File: config.mk
export PLATFORM = sky130hd
export DESIGN_NAME = qam_mapper_flat
export DESIGN_NICKNAME = d
export VERILOG_FILES = /design/src/rtl/ofdm_pkg.sv /design/src/rtl/qam_mapper_if.sv /design/src/rtl/qam_lut.sv /design/src/rtl/qam_mapper.sv /design/src/flat_wrapper.sv
export SDC_FILE = /design/constraint.sdc
export NUM_CORES = 1
export LEC_CHECK = 0
export CORE_MARGIN = 2
export CORE_UTILIZATION = 50
export DETAILED_ROUTE_END_ITERATION = 16
export PLACE_DENSITY = 0.77
export SYNTH_ARGS = -nofsm -noshare
export SYNTH_HDL_FRONTEND = slang
export SYNTH_SLANG_ARGS = --single-unit
File: constraint.sdc
create_clock -name clk -period 3.3 [get_ports clk]
set_input_delay 0.33 -clock clk [delete_from_list [all_inputs] [get_ports clk]]
set_output_delay 0.33 -clock clk [all_outputs]
set_load 0.01 [all_outputs]
File: src/rtl/ofdm_pkg.sv
// Shared OFDM definitions: modulation encodings, constellation amplitudes and
// the null-subcarrier layout of the 64-point frame.
package ofdm_pkg;

  typedef enum logic [1:0] {
    MODE_BPSK  = 2'd0,
    MODE_QPSK  = 2'd1,
    MODE_QAM16 = 2'd2,
    MODE_RSVD  = 2'd3
  } mode_t;

  localparam int FFT_N   = 64;
  localparam int NULL_LO = 27;
  localparam int NULL_HI = 37;

  localparam logic signed [15:0] AMP_BPSK_DEF  = 16'sd16384;
  localparam logic signed [15:0] AMP_QPSK_DEF  = 16'sd11585;
  localparam logic signed [15:0] AMP_QAM16_DEF = 16'sd5181;

  // The reserved mode behaves exactly like QPSK.
  function automatic logic [2:0] bits_per_symbol(mode_t m);
    case (m)
      MODE_BPSK:  return 3'd1;
      MODE_QAM16: return 3'd4;
      default:    return 3'd2;
    endcase
  endfunction

  function automatic logic is_null_idx(logic [5:0] idx);
    return (idx == 6'd0) || ((idx >= 6'(NULL_LO)) && (idx <= 6'(NULL_HI)));
  endfunction

endpackage

File: src/rtl/qam_mapper_if.sv
// Bit-stream input and subcarrier output bundle of the QAM mapper.
interface qam_mapper_if;
  logic               in_bit;
  logic               in_valid;
  logic               in_ready;
  logic [1:0]         mode;
  logic signed [15:0] outx;
  logic signed [15:0] outy;
  logic               mod_en;
  logic [5:0]         sym_idx;
  logic               frame_end;

  modport master (
    output in_bit, in_valid, mode,
    input  in_ready, outx, outy, mod_en, sym_idx, frame_end
  );

  modport slave (
    input  in_bit, in_valid, mode,
    output in_ready, outx, outy, mod_en, sym_idx, frame_end
  );
endinterface

File: src/rtl/qam_lut.sv
// Combinational Gray-coded constellation lookup: collected bits (b0 in bit 0)
// and modulation mode to a Q1.14 I/Q point.
module qam_lut
  import ofdm_pkg::*;
#(
  parameter logic signed [15:0] AMP_BPSK  = AMP_BPSK_DEF,
  parameter logic signed [15:0] AMP_QPSK  = AMP_QPSK_DEF,
  parameter logic signed [15:0] AMP_QAM16 = AMP_QAM16_DEF
) (
  input  logic [3:0]         bits,
  input  mode_t              mode,
  output logic signed [15:0] i_val,
  output logic signed [15:0] q_val
);

  localparam logic signed [15:0] AMP_QAM16_OUT = 16'(3 * AMP_QAM16);

  // First bit of a pair picks the sign, second picks inner (1) or outer (0).
  function automatic logic signed [15:0] level16(logic sign_bit, logic inner_bit);
    if (sign_bit) return inner_bit ? AMP_QAM16 : AMP_QAM16_OUT;
    else          return inner_bit ? -AMP_QAM16 : -AMP_QAM16_OUT;
  endfunction

  always_comb begin
    i_val = '0;
    q_val = '0;
    case (mode)
      MODE_BPSK: begin
        i_val = bits[0] ? AMP_BPSK : -AMP_BPSK;
      end
      MODE_QAM16: begin
        i_val = level16(bits[0], bits[1]);
        q_val = level16(bits[2], bits[3]);
      end
      default: begin
        i_val = bits[0] ? AMP_QPSK : -AMP_QPSK;
        q_val = bits[1] ? AMP_QPSK : -AMP_QPSK;
      end
    endcase
  end

endmodule

File: src/rtl/qam_mapper.sv
// Serial-bit to OFDM subcarrier mapper: groups bits per symbol, Gray-maps them
// and emits 64 indexed subcarriers per frame, inserting null carriers.
module qam_mapper
  import ofdm_pkg::*;
#(
  parameter bit                 NULL_EN   = 1'b1,
  parameter logic signed [15:0] AMP_BPSK  = AMP_BPSK_DEF,
  parameter logic signed [15:0] AMP_QPSK  = AMP_QPSK_DEF,
  parameter logic signed [15:0] AMP_QAM16 = AMP_QAM16_DEF
) (
  input  logic         clk,
  input  logic         reset,
  qam_mapper_if.slave  bus
);

  typedef enum logic {COLLECT, EMIT} state_t;

  state_t             state, state_next;
  logic [2:0]         bit_cnt;
  logic [5:0]         sym_cnt;
  logic [3:0]         shreg;
  logic [3:0]         new_bits;
  mode_t              cur_mode;
  mode_t              eff_mode;
  logic [2:0]         bps;
  logic               null_slot;
  logic               xfer;
  logic               done;
  logic               emit_null;
  logic signed [15:0] lut_i, lut_q;
  logic signed [15:0] x_r, y_r;
  logic [5:0]         idx_r;

  // The mode is only sampled from the port at a symbol boundary.
  assign eff_mode  = (bit_cnt == 3'd0) ? mode_t'(bus.mode) : cur_mode;
  assign bps       = bits_per_symbol(eff_mode);
  assign null_slot = NULL_EN && is_null_idx(sym_cnt);
  assign xfer      = bus.in_valid && bus.in_ready;
  assign done      = xfer && ((bit_cnt + 3'd1) == bps);
  assign emit_null = bus.in_valid && null_slot;

  always_comb begin
    new_bits               = shreg;
    new_bits[bit_cnt[1:0]] = bus.in_bit;
  end

  qam_lut #(
    .AMP_BPSK (AMP_BPSK),
    .AMP_QPSK (AMP_QPSK),
    .AMP_QAM16(AMP_QAM16)
  ) u_lut (
    .bits (new_bits),
    .mode (eff_mode),
    .i_val(lut_i),
    .q_val(lut_q)
  );

  // EMIT marks the cycle in which the registered point is presented.
  always_comb begin
    state_next = COLLECT;
    if (done || emit_null) state_next = EMIT;
  end

  always_ff @(posedge clk) begin
    if (reset) begin
      state    <= COLLECT;
      bit_cnt  <= '0;
      sym_cnt  <= '0;
      shreg    <= '0;
      cur_mode <= MODE_BPSK;
      x_r      <= '0;
      y_r      <= '0;
      idx_r    <= '0;
    end else begin
      state <= state_next;
      if (emit_null) begin
        x_r     <= '0;
        y_r     <= '0;
        idx_r   <= sym_cnt;
        sym_cnt <= sym_cnt + 6'd1;
      end else if (xfer) begin
        cur_mode <= eff_mode;
        if (done) begin
          bit_cnt <= '0;
          shreg   <= '0;
          x_r     <= lut_i;
          y_r     <= lut_q;
          idx_r   <= sym_cnt;
          sym_cnt <= sym_cnt + 6'd1;
        end else begin
          bit_cnt <= bit_cnt + 3'd1;
          shreg   <= new_bits;
        end
      end
    end
  end

  assign bus.in_ready  = !reset && !null_slot;
  assign bus.outx      = x_r;
  assign bus.outy      = y_r;
  assign bus.mod_en    = (state == EMIT);
  assign bus.sym_idx   = idx_r;
  assign bus.frame_end = bus.mod_en && (idx_r == 6'd63);

endmodule

File: src/flat_wrapper.sv
// flat-port wrapper written by rule: the top's interface ports become plain ports
module qam_mapper_flat import ofdm_pkg::*;
#(
  parameter bit                 NULL_EN   = 1'b1,
  parameter logic signed [15:0] AMP_BPSK  = AMP_BPSK_DEF,
  parameter logic signed [15:0] AMP_QPSK  = AMP_QPSK_DEF,
  parameter logic signed [15:0] AMP_QAM16 = AMP_QAM16_DEF
)
  (clk, reset, bus_in_bit, bus_in_valid, bus_mode, bus_in_ready, bus_outx, bus_outy, bus_mod_en, bus_sym_idx, bus_frame_end);
  qam_mapper_if bus_i ();
  input  logic clk;
  input  logic reset;
  input wire logic [$bits(bus_i.in_bit)-1:0] bus_in_bit;
  input wire logic [$bits(bus_i.in_valid)-1:0] bus_in_valid;
  input wire logic [$bits(bus_i.mode)-1:0] bus_mode;
  output wire logic [$bits(bus_i.in_ready)-1:0] bus_in_ready;
  output wire logic [$bits(bus_i.outx)-1:0] bus_outx;
  output wire logic [$bits(bus_i.outy)-1:0] bus_outy;
  output wire logic [$bits(bus_i.mod_en)-1:0] bus_mod_en;
  output wire logic [$bits(bus_i.sym_idx)-1:0] bus_sym_idx;
  output wire logic [$bits(bus_i.frame_end)-1:0] bus_frame_end;
  assign bus_i.in_bit = bus_in_bit;
  assign bus_i.in_valid = bus_in_valid;
  assign bus_i.mode = bus_mode;
  assign bus_in_ready = bus_i.in_ready;
  assign bus_outx = bus_i.outx;
  assign bus_outy = bus_i.outy;
  assign bus_mod_en = bus_i.mod_en;
  assign bus_sym_idx = bus_i.sym_idx;
  assign bus_frame_end = bus_i.frame_end;
  qam_mapper #(.NULL_EN(NULL_EN), .AMP_BPSK(AMP_BPSK), .AMP_QPSK(AMP_QPSK), .AMP_QAM16(AMP_QAM16)) u_core (.clk(clk), .reset(reset), .bus(bus_i));
endmodule
==> impl_metrics.env, run 1 <==
export IMPL_p_seq_frac=0.463
export IMPL_worstSkewPairLatency_ps=290
export IMPL_timing_final_crit_period_ps=2650
export IMPL_combPwrFrac=0.172
export IMPL_cts_root_buffer="clkbuf_8"
export IMPL_grt_pass1_wl_mm=7.69
export IMPL_finalHoldViolations=0
export IMPL_syn_area_mm2=0.00216
export IMPL_netlist_instances=263
export IMPL_dieArea_mm2=0.00487
export IMPL_worst_path_max_fanout=30
export IMPL_ys_top_cells_by_area="dfxtp_1 36%, buf_4 5.9%, nand2_1 4.9%"
export IMPL_cts_hold_fix_buffers=0
export IMPL_yosysTopAreaCell="dfxtp_1"
export IMPL_holdWs_ps=463
export IMPL_grt_busiest_layer="met2"
export IMPL_setup_tns_ps=0
export IMPL_synth_edf_count=0
export IMPL_synth_top_area_share=0.361
export IMPL_placedCellCount=332
export IMPL_clkTransAtPathRegs_ps=80
export IMPL_use_met2=0.334
export IMPL_critPathKind="flip-flop to flip-flop"
export IMPL_synthFlopType="dfxtp_1"
export IMPL_power_net_switching_mw=0.296
export IMPL_setup_viol=0
export IMPL_via_count=1863
export IMPL_grt_setup_unrepaired="no"
export IMPL_gp_congestion=0.846
export IMPL_coreArea_mm2=0.00409
export IMPL_instances_no_fill=340
export IMPL_ys_warn_count=0
export IMPL_drtPass1Iterations=4
export IMPL_antenna_found_initial=0
export IMPL_ios=47
export IMPL_grt_max_degree=31
export IMPL_numPortBuffers=46
export IMPL_use_met3=0.0451
export IMPL_endpoint_kind="flip-flop"
export IMPL_pwr_share_clk=0.365
export IMPL_cts_tree="yes"
export IMPL_drive_gt1_frac=0.0862
export IMPL_dp_hpwl_mm=3.39
export IMPL_grt_use_met1=0.225
export IMPL_row_count=23
export IMPL_cp_arrival_ps=2890
export IMPL_ant_nets=0
export IMPL_drtIter0Drc=81
export IMPL_numCtsBuffers=5
export IMPL_ys_seq_elements=39
export IMPL_syn_num_nets=276
export IMPL_cts_resized=0
export IMPL_track_usage=0.192
export IMPL_wl_mm=4.50
export IMPL_swShare=0.273
export IMPL_period_share=0.804
export IMPL_drcViolationCount=0
export IMPL_dieWidth_um=69.8
export IMPL_ctsLongestPathBuffers=2
export IMPL_cts_sinks=39
export IMPL_avgSynthCellArea_um2=8.22
export IMPL_timing_slew_headroom=0.586
export IMPL_viasPerCell=5.48
export IMPL_syn_to_final_growth_pct=21.0
export IMPL_status="finished, final reports clean"
export IMPL_hp_class="flip-flop to flip-flop"
export IMPL_grt_pass1_vias=1729
export IMPL_htreeDepth=2
export IMPL_postCtsSetupRepairBufs=0
export IMPL_async_flop_share=0
export IMPL_max_freq_mhz=377
export IMPL_diodes=0
export IMPL_synthTopCellsByCount="39 x dfxtp_1, 28 x nand2_1, 28 x nor2_1"
export IMPL_p_leak_nw=0.917
export IMPL_yosysSeqAreaShare=0.361
export IMPL_die_y_um=69.8
export IMPL_post_drt_wl_per_cell_um=13.2
export IMPL_worstMarginPinSlew_ps=604
export IMPL_grt_overflow_total=0
export IMPL_yosysUniqueCellTypes=49
export IMPL_ir_worst_vdd_v=0.000207
export IMPL_synth_most_common_cell="dfxtp_1"
export IMPL_startpoint_type="flip-flop"
export IMPL_num_nets_final=302
export IMPL_maxCapViolCount=0
export IMPL_worstPathRequired_ps=3530
export IMPL_fin_skew_ps=9.97
export IMPL_p_per_area_mw_per_mm2=415
export IMPL_initial_core_util=0.529
export IMPL_final_max_slew_viol_count=0
export IMPL_intPower_mw=0.788
[final timing paths]
path,end,from,slack (ps),cells past startpoint
worst max-delay path,u_core.sym_cnt[0],u_core.bit_cnt[0],650,9
worst min register to register,u_core.bus.outx[9],u_core.bus.outx[9],460,2
worst min-delay path,u_core.bus.outx[9],u_core.bus.outx[9],460,2
worst max register to register,u_core.sym_cnt[0],u_core.bit_cnt[0],650,9
[routing by layer]
| layer | up-vias | part of all wire |
|---|---|---|
| li1 | 958 | - |
| met1 | 850 | 0.44 |
| met2 | 49 | 0.51 |
| met3 | 6 | 0.040 |
| met4 | 0 | 0.012 |
| met5 | - | 0 |
[flip-flops by register name, indices dropped and copies added, names as in the netlist]
signal	flops
u_core.shreg	4
u_core.bit_cnt	3
u_core.bus.sym_idx	6
u_core.cur_mode	2
u_core.bus.mod_en	1
u_core.bus.outy	8
u_core.bus.outx	9
u_core.sym_cnt	6
[through the flow]
step	utilization	cell area, um^2	worst slack (ps)	total power [mW]
final	0.640	2620	646	1.08
after global routing	0.640	2620	375	1.13
after floorplan	-	2160	938	0.650
after detailed placement	0.613	2500	634	0.698
after global placement	0.613	2500	761	0.696
after CTS	0.640	2620	643	1.09
[cell type report]
cell class | instances | area [um^2]
clock buffer | 5 | 68.8
inverter | 6 | 22.5
fill | 367 | 1470
clock inverter | 3 | 43.8
sequential | 39 | 781
multi-input combinational | 186 | 1140
timing repair buffer | 51 | 498
tap | 50 | 62.6
[cell usage in the layout, fill, tap and decap left out, types with 2 or more instances in the layout]
cell and n:
a31oi_1 2, dfxtp_1 39, nor3b_1 2, a21oi_1 19, nor2_1 28, nor2b_1 2, and3_1 2, nand2_1 28
or3_1 3, clkdlybuf4s50_1 46, mux2_2 4, nand2b_1 6, buf_4 5, a211oi_1 2, nand4_1 4, inv_1 6
nor3_1 7, mux2i_1 6, o21ai_0 16, a311oi_1 6, ha_1 7, clkbuf_8 5, o21a_1 2, nand3_1 18
[critical path, stage by stage, from the launching register on]
cell and delay, ps:
dfxtp_1 370, inv_1 120, ha_1 230, nor2b_2 380
mux2i_1 390, o22ai_2 190, o21a_1 270, buf_4 250
o21ai_0 220, and3b_1 180
[kinds of logic after synthesis]
| family | Yosys count | synth area share |
|---|---|---|
| AOI/OAI and AO/OA | 56 | 0.167 |
| DFF | 39 | 0.361 |
| and+or+nand+nor | 109 | 0.251 |
| buffers and inverters | 38 | 0.112 |
| muxes | 12 | 0.0602 |
| xor gates and xnor gates | 2 | 0.00810 |
| adders and majority gates | 7 | 0.0405 |
[power by group through the flow]
stage	Sequential [mW]	Clock (mW)	Combinational, mW
finish	0.502	0.396	0.187
global route	0.505	0.421	0.207
CTS	0.502	0.404	0.186
detailed placement	0.513	0	0.185
global placement	0.513	0	0.183
floorplan	0.512	0	0.138
No activity file was read; power rests on OpenSTA's default activity.
==> inputs of run 2 (changes only) <==
==> constraint.sdc (replaced) <==
create_clock -name clk -period 2.45 [get_ports clk]
set_input_delay 0.245 -clock clk [delete_from_list [all_inputs] [get_ports clk]]
set_output_delay 0.245 -clock clk [all_outputs]
set_load 0.01 [all_outputs]
==> run 2 against run 1 <==
  * Core utilization is 3.0 points higher
  * Count of clock-buffer cells in the layout is 1 higher
  * Worst hold slack got worse by 5.1 ps
  * Via count rose by 4.7%
  * Maximum frequency is 16% higher
  * Die area is the same
  * Sequential share of layout area is 1.0 points lower
  * Clock power rose by 28%
  * Wire length is 7.3% higher
  * Largest cell class unchanged
==> impl_metrics.env, run 2 (synthesis gave the netlist of run 1 again) <==
export IMPL_status="finished, final reports clean"
export IMPL_wl_mm=4.82
export IMPL_fin_skew_ps=10.6
export IMPL_worstPathRequired_ps=2630
export IMPL_dieArea_mm2=0.00487
export IMPL_via_count=1950
export IMPL_grt_pass1_wl_mm=8.04
export IMPL_gp_congestion=0.939
export IMPL_hp_class="flip-flop to flip-flop"
export IMPL_die_y_um=69.8
export IMPL_fin_total_pwr_mw=1.48
export IMPL_setup_ws_ps=153
export IMPL_maxCapViolCount=0
export IMPL_diodes=0
export IMPL_grt_max_degree=29
export IMPL_initial_core_util=0.529
export IMPL_startpoint_type="flip-flop"
export IMPL_grt_overflow_total=0
export IMPL_post_drt_wl_per_cell_um=13.9
export IMPL_grt_pass1_vias=1806
export IMPL_numPortBuffers=46
export IMPL_cts_root_buffer="clkbuf_8"
export IMPL_final_common_cell="clkdlybuf4s50_1"
export IMPL_worstMarginPinSlew_ps=427
export IMPL_syn_to_final_growth_pct=26.6
export IMPL_drcViolationCount=0
export IMPL_drtIter0Drc=168
export IMPL_grt_setup_unrepaired="yes"
export IMPL_finalHoldViolations=0
export IMPL_setup_viol=0
export IMPL_ios=47
export IMPL_ctsLongestPathBuffers=2
export IMPL_track_usage=0.199
export IMPL_endpoint_kind="flip-flop"
export IMPL_clkTransAtPathRegs_ps=70
export IMPL_place_ws_ps=78.3
export IMPL_htreeDepth=2
export IMPL_drive_gt1_frac=0.131
export IMPL_cts_hold_fix_buffers=0
export IMPL_p_leak_nw=0.980
export IMPL_row_count=23
export IMPL_coreArea_mm2=0.00409
export IMPL_holdWs_ps=457
export IMPL_drtPass1Iterations=5
export IMPL_max_freq_mhz=435
export IMPL_ant_nets=0
export IMPL_critical_path_slowest_cell="mux2_2"
export IMPL_final_max_slew_viol_count=0
export IMPL_timing_final_crit_period_ps=2300
export IMPL_timing_slew_headroom=0.712
export IMPL_dp_hpwl_mm=3.54
export IMPL_nFillCells=357
export IMPL_crit_chain="inv_1, ha_1, nor2b_4, mux2i_2, nor3_4, o21a_1, buf_4, o21ai_0, mux2_2"
export IMPL_final_area_mm2=0.00274
export IMPL_p_per_area_mw_per_mm2=542
export IMPL_worst_path_max_fanout=11
export IMPL_numCtsBuffers=5
export IMPL_placed_cell_area_mm2=0.00258
export IMPL_viasPerCell=5.62
export IMPL_dieWidth_um=69.8
export IMPL_num_nets_final=310
export IMPL_cts_tree="yes"
export IMPL_postCtsSetupRepairBufs=0
export IMPL_cp_arrival_ps=2470
export IMPL_worstSkewPairLatency_ps=290
export IMPL_critPathMaxStageDelay_ps=350
export IMPL_largest_register_ffs=9
export IMPL_final_cell_mix="45 x clkdlybuf4s50_1, 35 x dfxtp_1, 28 x nor2_1, 28 x nand2_1, 19 x a21oi_1"
export IMPL_antenna_found_initial=0
export IMPL_period_share=0.938
export IMPL_critPathKind="flip-flop to flip-flop"
export IMPL_cts_sinks=39
export IMPL_ir_worst_vdd_v=0.000372
## run 2: cell types whose count changed in the layout (fill, tap and decap cells not counted), sizes merged
| cell | delta |
|---|---|
| clkinv | -2 |
| clkbuf | +1 |
| dlymetal6s2s | +1 |
| clkdlybuf4s50 | -1 |
| buf | +8 |
## run 2: timing repair
action / 4_1_cts / 5_1_grt
resized for setup: 3 / 13
pin swaps: 1 / 2
setup endpoints to repair: 1 / 15
## run 2: path summary, 6_finish.rpt
path                              end                 from  slack (ps)  cells after the start
setup / recovery    u_core.sym_cnt[5]    u_core.bit_cnt[0]         150                      9
hold / removal    u_core.bus.outx[15]  u_core.bus.outx[15]         460                      2
setup reg to reg    u_core.sym_cnt[5]    u_core.bit_cnt[0]         150                      9
hold reg to reg   u_core.bus.outx[15]  u_core.bus.outx[15]         460                      2
## run 2: routing by layer
| layer | share of wire | global-route usage | vias up |
|---|---|---|---|
| met5 | 0 | 0 | - |
| met4 | 0.019 | 0.0684 | 0 |
| met3 | 0.049 | 0.0378 | 12 |
| met2 | 0.50 | 0.342 | 65 |
| met1 | 0.43 | 0.248 | 900 |
| li1 | - | - | 973 |
## run 2: power by group
part | leakage (nW) | internal (mW) | switching [mW] | total (mW)
logic | 0.612 | 0.133 | 0.165 | 0.298
registers | 0.317 | 0.656 | 0.0224 | 0.678
clock network | 0.0513 | 0.298 | 0.209 | 0.507
total | 0.980 | 1.09 | 0.396 | 1.48
## run 2: area by class of cell
type | count | area (um^2) | share of cell area
timing repair buffer | 59 | 577 | 0.211
inverter | 6 | 22.5 | 0.00823
clock inverter | 1 | 30.0 | 0.0110
clock buffer | 6 | 72.6 | 0.0265
sequential | 39 | 788 | 0.288
multi-input combinational | 186 | 1180 | 0.433
tap | 50 | 62.6 | 0.0229
## run 2: stage by stage
stage | util | setup TNS, ps | std cells
after detailed placement | 0.630 | 0 | 340
after CTS | 0.656 | 0 | 347
final | 0.670 | 0 | 347
after floorplan | - | 0 | 263
after global routing | 0.670 | -11.7 | 347
after global placement | 0.630 | 0 | 340
## run 2: worst max-delay path: cells and delay by family, from the launching register on
kind            cells  cell delay (ps)
compound gates      2              390
simple gates        2              320
buf+inv             2              270
flops               1              340
mux                 2              670
fa+ha+maj           1              190
==> inputs of run 3 (changes only) <==
--- a/config.mk
+++ b/config.mk
@@ -8,7 +8,9 @@
 export CORE_MARGIN = 2
 export CORE_UTILIZATION = 50
 export DETAILED_ROUTE_END_ITERATION = 16
+export GPL_ROUTABILITY_DRIVEN = 0
 export PLACE_DENSITY = 0.77
+export SKIP_CTS_REPAIR_TIMING = 1
 export SYNTH_ARGS = -nofsm -noshare
 export SYNTH_HDL_FRONTEND = slang
 export SYNTH_SLANG_ARGS = --single-unit
==> run 3 against run 2 <==
  * Count of clock-buffer cells in the layout is 1 lower
  * First-iteration DRC count decreased by 11%
  * Sequential power hardly changed
  * Die area stayed put
==> impl_metrics.env, run 3 (synthesis gave the netlist of run 1 again) <==
export IMPL_initial_core_util=0.529
export IMPL_ios=47
export IMPL_numCtsBuffers=5
export IMPL_dieArea_mm2=0.00487
export IMPL_drive_gt1_frac=0.138
export IMPL_drcViolationCount=0
export IMPL_fin_skew_ps=9.57
export IMPL_maxCapViolCount=0
export IMPL_clkTransAtPathRegs_ps=80
export IMPL_critical_path_slowest_cell="dfxtp_1"
export IMPL_p_per_area_mw_per_mm2=553
export IMPL_fin_total_pwr_mw=1.51
export IMPL_seqCellArea_um2=787
export IMPL_drtIter0Drc=149
export IMPL_final_area_mm2=0.00272
export IMPL_ctsLongestPathBuffers=2
export IMPL_row_count=23
export IMPL_wl_mm=4.91
export IMPL_multi_input_area_mm2=0.00118
export IMPL_timing_slew_headroom=0.691
export IMPL_period_share=0.936
export IMPL_largest_register_ffs=9
export IMPL_diodes=0
export IMPL_via_count=1942
export IMPL_final_max_slew_viol_count=0
export IMPL_post_drt_wl_per_cell_um=14.1
export IMPL_cts_sinks=39
export IMPL_crit_start="u_core.bit_cnt[1]"
export IMPL_grt_pass1_wl_mm=8.20
export IMPL_grt_setup_unrepaired="no"
export IMPL_path_buf_inv=1
export IMPL_instances_no_fill=348
export IMPL_worstMarginPinSlew_ps=459
export IMPL_final_cell_mix="45 x clkdlybuf4s50_1, 36 x dfxtp_1, 28 x nand2_1"
export IMPL_setup_viol=0
export IMPL_p_leak_nw=0.977
export IMPL_numPortBuffers=46
export IMPL_endpoint_kind="flip-flop"
export IMPL_hp_class="flip-flop to flip-flop"
export IMPL_startpoint_type="flip-flop"
export IMPL_nFillCells=365
export IMPL_dp_hpwl_mm=3.47
export IMPL_cp_top_family="compound AO/OA/AOI/OAI gates"
export IMPL_placedCellCount=340
export IMPL_cts_tree="yes"
export IMPL_worstPathRequired_ps=2640
export IMPL_ir_worst_vdd_v=0.000349
export IMPL_dieWidth_um=69.8
export IMPL_coreArea_mm2=0.00409
export IMPL_antenna_found_initial=0
export IMPL_timing_final_crit_period_ps=2290
export IMPL_placed_cell_area_mm2=0.00256
export IMPL_finalHoldViolations=0
export IMPL_holdWs_ps=459
export IMPL_ant_nets=0
export IMPL_critPathKind="flip-flop to flip-flop"
export IMPL_grt_max_degree=29
export IMPL_viasPerCell=5.58
export IMPL_max_freq_mhz=436
export IMPL_syn_to_final_growth_pct=26.0
export IMPL_track_usage=0.203
export IMPL_status="finished, final reports clean"
export IMPL_cts_root_buffer="clkbuf_8"
export IMPL_crit_chain="ha_2, xor2_1, or3_1, o22ai_4, o21a_1, buf_4, o21ai_0, mux2_2"
export IMPL_r2r_start="u_core.bit_cnt[1]"
export IMPL_drtPass1Iterations=4
export IMPL_cp_arrival_ps=2480
export IMPL_htreeDepth=2
export IMPL_grt_overflow_total=0
export IMPL_num_nets_final=310
export IMPL_final_common_cell="clkdlybuf4s50_1"
export IMPL_die_y_um=69.8
export IMPL_critPathMaxStageDelay_ps=380
export IMPL_worstSkewPairLatency_ps=290
export IMPL_grt_pass1_vias=1752
export IMPL_worst_path_max_fanout=11
export IMPL_worstHoldStart="u_core.bus.outx[9]"
## run 3: per-stage QoR
step	setup TNS (ps)	worst slack [ps]	util
2_1_floorplan	0	88.4	-
3_3_place_gp	0	155	0.627
3_5_place_dp	0	95.8	0.627
4_1_cts	-115	-115	0.655
5_1_grt	0	15.8	0.667
6_report	0	156	0.667
## run 3: layout make-up
type	count	area share
multi-input cells	186	0.433
flip-flops and latches	39	0.289
repair buffers	59	0.206
clock buffers	5	0.0253
well taps	50	0.0230
clock inverters	3	0.0161
inverters	6	0.00827
## run 3: final timing paths
| kind | end | slack [ps] | cells after the start |
|---|---|---|---|
| worst min-delay path | u_core.bus.outx[9] | 460 | 2 |
| worst max-delay path | u_core.sym_cnt[5] | 160 | 8 |
| worst min register to register | u_core.bus.outx[9] | 460 | 2 |
| worst max register to register | u_core.sym_cnt[5] | 160 | 8 |
## run 3: power breakdown
part | leakage, nW | switching, mW | internal [mW] | total [mW]
clock network | 0.0581 | 0.234 | 0.303 | 0.537
logic | 0.603 | 0.162 | 0.129 | 0.290
registers | 0.317 | 0.0237 | 0.656 | 0.679
## run 3: layer usage
layer,global-route usage,up-vias,part of all wire
met4,0.0748,0,0.018
met1,0.259,888,0.43
li1,-,981,-
met5,0,-,0
met2,0.347,62,0.50
met3,0.0305,11,0.045
## run 3: worst register-to-register path, delay by kind of cell (launching register included)
family	cells	cell delay [ps]
fa+ha+maj	1	260
compound gates	3	470
buf+inv	1	170
xor+xnor	1	340
mux	1	360
flops	1	380
simple gates	1	210
